===== src/rtl/rr_arbiter_4_pkg.sv =====
// Shared types and helpers for the 4-way round-robin arbiter.
//   N_REQ  : number of requesters
//   IDX_W  : width of a requester index
//   state_t: arbiter FSM state
//   onehot : index -> one-hot grant vector
package arb_pkg;

    localparam int unsigned N_REQ = 4;
    localparam int unsigned IDX_W = 2;

    typedef enum logic {
        IDLE = 1'b0,
        BUSY = 1'b1
    } state_t;

    // One-hot vector with only bit idx set.
    function automatic logic [N_REQ-1:0] onehot(input logic [IDX_W-1:0] idx);
        logic [N_REQ-1:0] v;
        v      = '0;
        v[idx] = 1'b1;
        return v;
    endfunction

endpackage : arb_pkg


===== src/rtl/rr_arbiter_4_if.sv =====
// Handshake bundle between the clients and the arbiter.
//   req     : level request vector, bit i = requester i
//   done    : one-cycle release pulse from the current owner
//   gnt     : one-hot grant
//   gnt_idx : binary index of the owner (0 when no grant)
//   gnt_v   : grant valid
//   timeout : one-cycle pulse when the owner was forced off
// Modports: master = client side, slave = arbiter side.
interface rr_arbiter_4_if;
    import arb_pkg::*;

    logic [N_REQ-1:0] req;
    logic             done;
    logic [N_REQ-1:0] gnt;
    logic [IDX_W-1:0] gnt_idx;
    logic             gnt_v;
    logic             timeout;

    modport master (
        output req,
        output done,
        input  gnt,
        input  gnt_idx,
        input  gnt_v,
        input  timeout
    );

    modport slave (
        input  req,
        input  done,
        output gnt,
        output gnt_idx,
        output gnt_v,
        output timeout
    );

endinterface : rr_arbiter_4_if


===== src/rtl/rr_arbiter_4_pick.sv =====
// Rotating-priority encoder: picks the first set request bit scanning
// ptr, ptr+1, ... modulo N_REQ.
//   req : request vector
//   ptr : index with highest priority
//   sel : selected requester index (0 when none)
//   any : at least one request is set
module rr_pick
    import arb_pkg::*;
(
    input  logic [N_REQ-1:0] req,
    input  logic [IDX_W-1:0] ptr,
    output logic [IDX_W-1:0] sel,
    output logic             any
);

    logic [N_REQ-1:0] rot;
    logic [IDX_W-1:0] off;

    // Rotate so that requester ptr lands on bit 0; index arithmetic wraps mod 4.
    always_comb begin
        rot = '0;
        for (int unsigned i = 0; i < N_REQ; i++) begin
            rot[i] = req[IDX_W'(i) + ptr];
        end
    end

    // Fixed-priority encode, lowest rotated bit wins (scan high to low).
    always_comb begin
        off = '0;
        any = 1'b0;
        for (int i = int'(N_REQ) - 1; i >= 0; i--) begin
            if (rot[i]) begin
                off = IDX_W'(i);
                any = 1'b1;
            end
        end
    end

    // Un-rotate back to an absolute requester index.
    assign sel = off + ptr;

endmodule : rr_pick


===== src/rtl/rr_arbiter_4.sv =====
// Four-requester round-robin arbiter with grant hold, release handshake,
// fairness pointer and forced release after MAX_HOLD cycles.
//   clk, rst_n : clock, asynchronous active-low reset
//   bus        : slave side of rr_arbiter_4_if (req/done in, grant out)
// MAX_HOLD = 0 disables the timeout; CNT_W must satisfy 2**CNT_W > MAX_HOLD.
module rr_arbiter_4
    import arb_pkg::*;
#(
    parameter int unsigned MAX_HOLD = 15,
    parameter int unsigned CNT_W    = 4
)
(
    input  logic             clk,
    input  logic             rst_n,
    rr_arbiter_4_if.slave    bus
);

    state_t           state_q,    state_d;
    logic [IDX_W-1:0] ptr_q,      ptr_d;
    logic [CNT_W-1:0] hold_cnt_q, hold_cnt_d;
    logic [N_REQ-1:0] gnt_q,      gnt_d;
    logic [IDX_W-1:0] gnt_idx_q,  gnt_idx_d;
    logic             gnt_v_q,    gnt_v_d;
    logic             timeout_q,  timeout_d;

    logic [IDX_W-1:0] pick_sel;
    logic             pick_any;

    logic             rel_done;
    logic             rel_drop;
    logic             rel_to;

    rr_pick u_pick (
        .req (bus.req),
        .ptr (ptr_q),
        .sel (pick_sel),
        .any (pick_any)
    );

    // Release causes while busy; done and a dropped request both outrank the timeout.
    always_comb begin
        rel_done = bus.done;
        rel_drop = ~bus.req[gnt_idx_q];
        rel_to   = (MAX_HOLD != 0) && (hold_cnt_q == CNT_W'(MAX_HOLD))
                   && !rel_done && !rel_drop;
    end

    // Next-state and next-output logic.
    always_comb begin
        state_d    = state_q;
        ptr_d      = ptr_q;
        hold_cnt_d = hold_cnt_q;
        gnt_d      = gnt_q;
        gnt_idx_d  = gnt_idx_q;
        gnt_v_d    = gnt_v_q;
        timeout_d  = 1'b0;

        unique case (state_q)
            IDLE: begin
                if (pick_any) begin
                    gnt_d      = onehot(pick_sel);
                    gnt_idx_d  = pick_sel;
                    gnt_v_d    = 1'b1;
                    hold_cnt_d = CNT_W'(1);
                    state_d    = BUSY;
                end else begin
                    gnt_d      = '0;
                    gnt_idx_d  = '0;
                    gnt_v_d    = 1'b0;
                end
            end
            BUSY: begin
                if (rel_done || rel_drop || rel_to) begin
                    gnt_d      = '0;
                    gnt_idx_d  = '0;
                    gnt_v_d    = 1'b0;
                    hold_cnt_d = '0;
                    // Owner 3 wraps the pointer back to 0 via 2-bit arithmetic.
                    ptr_d      = gnt_idx_q + IDX_W'(1);
                    timeout_d  = rel_to;
                    state_d    = IDLE;
                end else begin
                    hold_cnt_d = hold_cnt_q + CNT_W'(1);
                end
            end
            default: begin
                state_d = IDLE;
            end
        endcase
    end

    // State, pointer, counter and output registers.
    always_ff @(posedge clk or negedge rst_n) begin
        if (!rst_n) begin
            state_q    <= IDLE;
            ptr_q      <= '0;
            hold_cnt_q <= '0;
            gnt_q      <= '0;
            gnt_idx_q  <= '0;
            gnt_v_q    <= 1'b0;
            timeout_q  <= 1'b0;
        end else begin
            state_q    <= state_d;
            ptr_q      <= ptr_d;
            hold_cnt_q <= hold_cnt_d;
            gnt_q      <= gnt_d;
            gnt_idx_q  <= gnt_idx_d;
            gnt_v_q    <= gnt_v_d;
            timeout_q  <= timeout_d;
        end
    end

    assign bus.gnt     = gnt_q;
    assign bus.gnt_idx = gnt_idx_q;
    assign bus.gnt_v   = gnt_v_q;
    assign bus.timeout = timeout_q;

endmodule : rr_arbiter_4

===== src/flat_wrapper.sv =====
// flat-port wrapper written by rule: the top's interface ports become plain ports
module rr_arbiter_4_flat import arb_pkg::*;
#(
    parameter int unsigned MAX_HOLD = 15,
    parameter int unsigned CNT_W    = 4
)
  (clk, rst_n, bus_req, bus_done, bus_gnt, bus_gnt_idx, bus_gnt_v, bus_timeout);
  rr_arbiter_4_if bus_i ();
  input  logic clk;
  input  logic rst_n;
  input wire logic [$bits(bus_i.req)-1:0] bus_req;
  input wire logic [$bits(bus_i.done)-1:0] bus_done;
  output wire logic [$bits(bus_i.gnt)-1:0] bus_gnt;
  output wire logic [$bits(bus_i.gnt_idx)-1:0] bus_gnt_idx;
  output wire logic [$bits(bus_i.gnt_v)-1:0] bus_gnt_v;
  output wire logic [$bits(bus_i.timeout)-1:0] bus_timeout;
  assign bus_i.req = bus_req;
  assign bus_i.done = bus_done;
  assign bus_gnt = bus_i.gnt;
  assign bus_gnt_idx = bus_i.gnt_idx;
  assign bus_gnt_v = bus_i.gnt_v;
  assign bus_timeout = bus_i.timeout;
  rr_arbiter_4 #(.MAX_HOLD(MAX_HOLD), .CNT_W(CNT_W)) u_core (.clk(clk), .rst_n(rst_n), .bus(bus_i));
endmodule

===== config.mk =====
export PLATFORM = sky130hd
export DESIGN_NAME = rr_arbiter_4_flat
export DESIGN_NICKNAME = d
export VERILOG_FILES = /design/src/rtl/rr_arbiter_4_pkg.sv /design/src/rtl/rr_arbiter_4_if.sv /design/src/rtl/rr_arbiter_4_pick.sv /design/src/rtl/rr_arbiter_4.sv /design/src/flat_wrapper.sv
export SDC_FILE = /design/constraint.sdc
export NUM_CORES = 1
export LEC_CHECK = 0
export CORE_MARGIN = 2
export CORE_UTILIZATION = 50
export DETAILED_ROUTE_END_ITERATION = 16
export GPL_TIMING_DRIVEN = 0
export HOLD_SLACK_MARGIN = 0.02
export PLACE_DENSITY_LB_ADDON = 0.2
export REMOVE_ABC_BUFFERS = 1
export SKIP_CTS_REPAIR_TIMING = 1
export SLEW_MARGIN = 0
export SYNTH_ARGS = -nofsm -noshare
export SYNTH_HDL_FRONTEND = slang
export SYNTH_SLANG_ARGS = --single-unit

===== constraint.sdc =====
create_clock -name clk -period 2.4 [get_ports clk]
set_clock_uncertainty 0.05 [all_clocks]
set_input_delay 0.6 -clock clk [delete_from_list [all_inputs] [get_ports clk]]
set_output_delay 0.6 -clock clk [all_outputs]
set_load 0.005 [all_outputs]

# ---- Word level (Yosys, flattened, before mapping)
# Index checks and enable logic that the tools add are counted.
# W data, S select, Z words.
dict set report totals {
  ff_bits 15
  word_cells 68
}
dict set report op_classes {
  n_addsub 6
  magnitude_cmp 7
  n_eq_ne 3
  muxes 36
  bitwise_logic 2
  reduce_logical 7
}
# cell count
set ops {}
lappend ops {{$lt A2 B3 Y1 const B} 6}
lappend ops {{$mux W4} 4}
lappend ops {{$pmux W4 S2} 2}
lappend ops {{$mux W1} 15}
lappend ops {{$mux W2} 6}
lappend ops {{$bmux W1 S2} 5}
lappend ops {{$add A2 B2 Y2 const A} 2}
lappend ops {{$add A4 B1 Y4 const B} 1}
lappend ops {{$eq A4 B4 Y1 const B} 1}
lappend ops {{$pmux W1 S2} 2}
lappend ops {{$pmux W2 S2} 1}
lappend ops {{$logic_and A1 B1 Y1} 3}
lappend ops {{$add A1 B2 Y2 const A} 1}
lappend ops {{$add A2 B1 Y2 const B} 1}
lappend ops {{$add A2 B2 Y2} 1}
lappend ops {{$demux W1 S2} 1}
lappend ops {{$ge A2 B1 Y1 const B} 1}
lappend ops {{$logic_or A1 B1 Y1} 2}
lappend ops {{$ne A2 B1 Y1 const B} 1}
lappend ops {{$ne A2 B2 Y1 const B} 1}
lappend ops {{$not A1 Y1} 2}
lappend ops {{$reduce_and A2 Y1} 1}
lappend ops {{$logic_not A1 Y1} 1}

# ---- Longest topological paths before layout
dict set report logic_depth {
  ltp_word 14
  ltp_mapped 9
  ltp_nobuf 8
}

# ---- Cells and area by module
# A second synthesis with hierarchy kept.
dict set report hier_totals {
  cells_unflattened 82
  area_unflattened_um2 893.4
}
# module instances cells_each area_each_um2 seq_area_each_um2
set by_module_without_submodules {}
lappend by_module_without_submodules {rr_arbiter_4 1 57 726.9 375.4}
lappend by_module_without_submodules {rr_pick 1 25 166.4 0.0}

# ---- Worst setup path before layout
# OpenSTA, ideal clock, no wires.
dict set report synth_timing {
  kind {input port to flip-flop}
  startpoint {input port bus_req[2]}
  endpoint {register u_core.gnt_q[1], in the netlist u_core.bus.gnt[1]}
  setup_ps 122
  arrival_time_ps 1913
  t_required_ps 2228
  setup_slack_ps 315
  stages 9
  path_cell_list {buf_6 > nor2_1 > nor3_1 > a21oi_1 > o211ai_1 > ha_1 > xnor2_1 > xnor2_2 > a32o_1}
}
dict set report synth_via {
  elab_chain_cells 13
  elab_cells_between_ends 31
  cone_classes {1 x add/sub; 2 x order compare; 1 x eq/ne; 22 x mux; 1 x bitwise; 4 x reduce/logical}
}
# element line_no
set synth_rtl {}
lappend synth_rtl {{from (decl)} flat_wrapper.sv:11} ;# input wire logic [$bits(bus_i.req)-1:0] bus_req;
lappend synth_rtl {{$bmux W1 S2} rr_arbiter_4_pick.sv:23} ;# rot[i] = req[IDX_W'(i) + ptr];
lappend synth_rtl {{$mux W1 (implied by the code)} rr_arbiter_4_pick.sv:23}
lappend synth_rtl {{$mux W2 (4 in a row)} rr_arbiter_4_pick.sv:32} ;# if (rot[i]) begin
lappend synth_rtl {{$add A2 B2 Y2} rr_arbiter_4_pick.sv:40} ;# assign sel = off + ptr;
lappend synth_rtl {{$lt A2 B3 Y1 (implied by the code) or $ge A2 B1 Y1 (tied branches)} rr_arbiter_4_pkg.sv:20} ;# v[idx] = 1'b1;
lappend synth_rtl {{$logic_and A1 B1 Y1 (implied by the code)} rr_arbiter_4_pkg.sv:20}
lappend synth_rtl {{$mux W1 (implied by the code)} rr_arbiter_4_pkg.sv:20}
lappend synth_rtl {{$demux W1 S2} -}
lappend synth_rtl {{$mux W4} rr_arbiter_4.sv:60} ;# if (pick_any) begin
lappend synth_rtl {{$pmux W4 S2} rr_arbiter_4.sv:58} ;# unique case (state_q)
lappend synth_rtl {{to (signal assigned)} rr_arbiter_4.sv:106} ;# gnt_q <= gnt_d;
lappend synth_rtl {{to (decl)} rr_arbiter_4.sv:21} ;# logic [N_REQ-1:0] gnt_q, gnt_d;
# Several ways; a longest one is shown, not always the timed one. The select of a mux whose other input is x is not followed.
# A chain may end at the register's enable or synchronous reset.

# ---- Final worst setup path
dict set report layout_timing {
  startpoint {input port bus_req[0]}
  endpoint {register u_core.gnt_q[1], in the netlist u_core.bus.gnt[1]}
}
# Same word-level chain as after synthesis.

==> key figures <==
Status
  • Status: finished, final reports clean

STA
  • Tmin final: 2.11 ns
  • Relative slew slack: 55.9%
  • Final Setup Violations: 0
  • Max-slew violation count: 0
  • Final hold violations: 0
  • Unrepaired setup endpoints after global routing: false
  • Achievable Freq: 474 MHz
  • Worst-Margin Slew: 0.660 ns
  • Period utilisation layout: 88.0%

Worst setup path
  • RR Endpoint: u_core.bus.gnt[1]
  • Critical-path cell list: dlymetal6s2s_1 -> or2_1 -> mux2_2 -> o211ai_1 -> ha_1 -> xnor2_2 -> xnor2_2 -> a32o_1
  • Critical-path maximum fanout: 8
  • Worst r2r src: u_core.ptr_q[0]
  • Crit path kind: in2reg
  • Critical path arrival: 2.24 ns
  • Worst setup EP type: flop
  • CP startpoint kind: input port
  • Worst path max stage delay: 0.28 ns
  • Worst EP required: 2.53 ns
  • Launch point of the critical path: bus_req[0]
  • Worst path slowest cell: a32o_1
  • Reg2Reg Depth: 7
  • CP dominant cell by count: xnor2_2
  • Worst reg-to-reg setup slack: 0.29 ns

Layout
  • Fill cells: between 100 and 150
  • Commonest non-fill, non-tap cell in the layout: dfrtp_1
  • Most frequent cells in the layout: dfrtp_1, nand2_1, nor2_1, clkdlybuf4s50_1, o21ai_0
  • Post-route cell area: 0.00103 mm^2
  • Share of cells above drive strength 1: roughly 15%
  • Diodes inserted: 0
  • Final net count: 115
  • Synthesis-to-layout area growth: 22.3%

Clock tree
  • CTS tree: built
  • Clk sinks: 15
  • # H-tree levels: 1
  • CTS buffer count: 3
  • Root buffer cell: clkbuf_4
  • Clk pin slew, worst setup/hold paths: 0.09 ns
  • Clock buffer depth: 2
  • Worst-Skew Late Latency: approximately 0.28 ns

Power and ir drop
  • Psw: 0.000418 W
  • Fraction of power spent switching nets: about two fifths
  • Final Total Pwr: 0.00107 W
  • Clock group share of total power: 13.4%
  • PwrDens: 1040 mW/mm^2
  • Worst vdd ir: 0.662 mV
  • Power share of the sequential group: between 40% and 50%
  • Static leakage: approximately 0.47 nW
  • Combinational share of power: 46.2%
  • Internal Power: 0.000656 W

Min path
  • WHS Endpoint: u_core.bus.gnt_v
  • HP Start: u_core.bus.gnt_v
  • Worst Hold Depth: 2
  • Worst hold-check path type: reg2reg

Floorplan
  • IO Pins: 15
  • Die width: approximately 45 um
  • Starting Density: 54.7%
  • Rows: 14
  • Core region area: 0.00154 mm^2
  • Die ar.: about 0.002 mm^2
  • Die Ht: roughly 45 um

Synthesis
  • Synthesized cell area: 843 um^2
  • Compound-Gate Fraction of Synth Area: approximately a fifth
  • Fraction of synthesized area in multiplexers: 4.01%
  • Synth unique cells: 30
  • Yosys warnings: 0
  • Sequential area share after synthesis: 44.5%
  • Synth Instances: 89
  • Synth Area in Simple Gates: 20.9%
  • Flops & latches, synth: 15
  • Adder-cell share of the synthesized area: 2.97%
  • Largest family of logic cells by synthesized area: simple AND/OR/NAND/NOR gates
  • Xor/xnor share of the synthesized area: 4.01%
  • Avg Inst Size Synth: 9.48 um^2

Routing
  • Drt wl/cell: between 10 and 15 um
  • WL final: 1630 um
  • Number of remaining DRC errors: 0
  • DR vias/cell: 5.92
  • Drt pass-1 iters: 4
  • Via count: 716
  • Routed Antenna Nets: 0
  • First DRT Iteration DRCs: 9

Global routing
  • Total track usage: 18.7%
  • First-pass GRT wire length: between 2000 and 3000 um
  • Vias in the first global route: about 650
  • Initial antenna violation count: 0
  • Largest net degree at the start of global routing: 16
  • Grt total ovfl: 0

Place
  • Port-buffer cells: 14
  • Routability Congestion: 0.703
  • DP Area: 981 um^2
  • Hpwl dp: 1150 um

Run
  • Max-cap violation count: 0
[worst max path at each step]
stage                             end  slack [ns]  cells past startpoint
global placement    u_core.bus.gnt[1]       -0.36                      8
CTS                 u_core.bus.gnt[1]       -0.07                      8
detailed placement  u_core.bus.gnt[1]       -0.36                      8
floorplan           u_core.bus.gnt[1]        0.32                      7
finish              u_core.bus.gnt[1]        0.29                      8
global route        u_core.bus.gnt[1]        0.15                      9
[Yosys cell counts (all sizes together)]
cell,count,area [um^2]
nand2,13,48.8
a32oi,1,16.3
o211ai,1,7.51
o32ai,2,25.0
o21ai,7,35.0
o31a,1,8.76
mux2,1,11.3
a32o,1,10.0
nand3,3,15.0
dfrtp,15,375
inv,3,11.3
nor4,1,6.26
or2,2,12.5
a31oi,1,6.26
ha,2,25.0
a21oi,6,30.0
buf,2,22.5
nor2,14,57.6
a22o,2,18.8
o31ai,1,7.51
and3,1,7.51
nand3b,1,7.51
xnor2,3,33.8
mux4,1,22.5
nand2b,1,6.26
nor3,3,15.0
[critical path, delay by kind of cell]
| kind | cells | cell delay, ns |
|---|---|---|
| XOR/XNOR | 2 | 0.26 |
| adder cells (fa/ha/maj) | 1 | 0.21 |
| multiplexers | 1 | 0.26 |
| AO/OA/AOI/OAI | 2 | 0.44 |
| buffers and inverters | 1 | 0.21 |
| AND/OR/NAND/NOR | 1 | 0.25 |
[stage by stage]
stage               setup TNS [ns]  utilization [%]  std cells  worst slack [ns]  hold WS, ns
detailed placement           -1.54             63.6        117            -0.358        0.413
finish                           0             66.9        121             0.289        0.429
floorplan                        0                -         87             0.321        0.254
CTS                         -0.104             65.4        121           -0.0703        0.436
global placement             -1.52             63.6        117            -0.359        0.409
global route                     0             66.9        121             0.152        0.483
[flip-flops by register name, summed over array words and instances, names as in the netlist]
signal,flops
u_core.state_q,1
u_core.bus.gnt_v,1
u_core.bus.timeout,1
u_core.bus.gnt_idx,2
u_core.hold_cnt_q,4
u_core.ptr_q,2
u_core.bus.gnt,4
[cell families after synthesis]
kind of cell    count (synthesis)
xor+xnor                        3
fa+ha+maj                       2
buf+inv                         5
flops                          15
mux                             2
compound gates                 23
simple gates                   39
[final cells by class]
cell class,instances,area (um^2),share of cell area (%)
clock inverters,1,5.00,0.485
repair buffers,14,150,14.6
inverters,3,11.3,1.09
clock buffers,3,22.5,2.18
multi-input cells,69,447,43.3
flip-flops and latches,15,375,36.4
well taps,16,20.0,1.94
[power groups by stage]
stage          registers, W  logic (W)  clock network, W
6_report           0.000433   0.000496          0.000144
5_1_grt            0.000446   0.000556          0.000155
4_1_cts            0.000427   0.000488          0.000149
3_5_place_dp       0.000432   0.000482                 0
3_3_place_gp       0.000428   0.000472                 0
2_1_floorplan      0.000414   0.000330                 0
[routing by layer]
layer  wire [um]  track usage [%]  vias to the layer above
met5           0                0                        -
met4           0             1.76                        0
met3          87             6.40                        0
met2         728             28.3                       20
met1         816             27.1                      344
li1            -                -                      352
No activity file was read; power rests on OpenSTA's default activity.
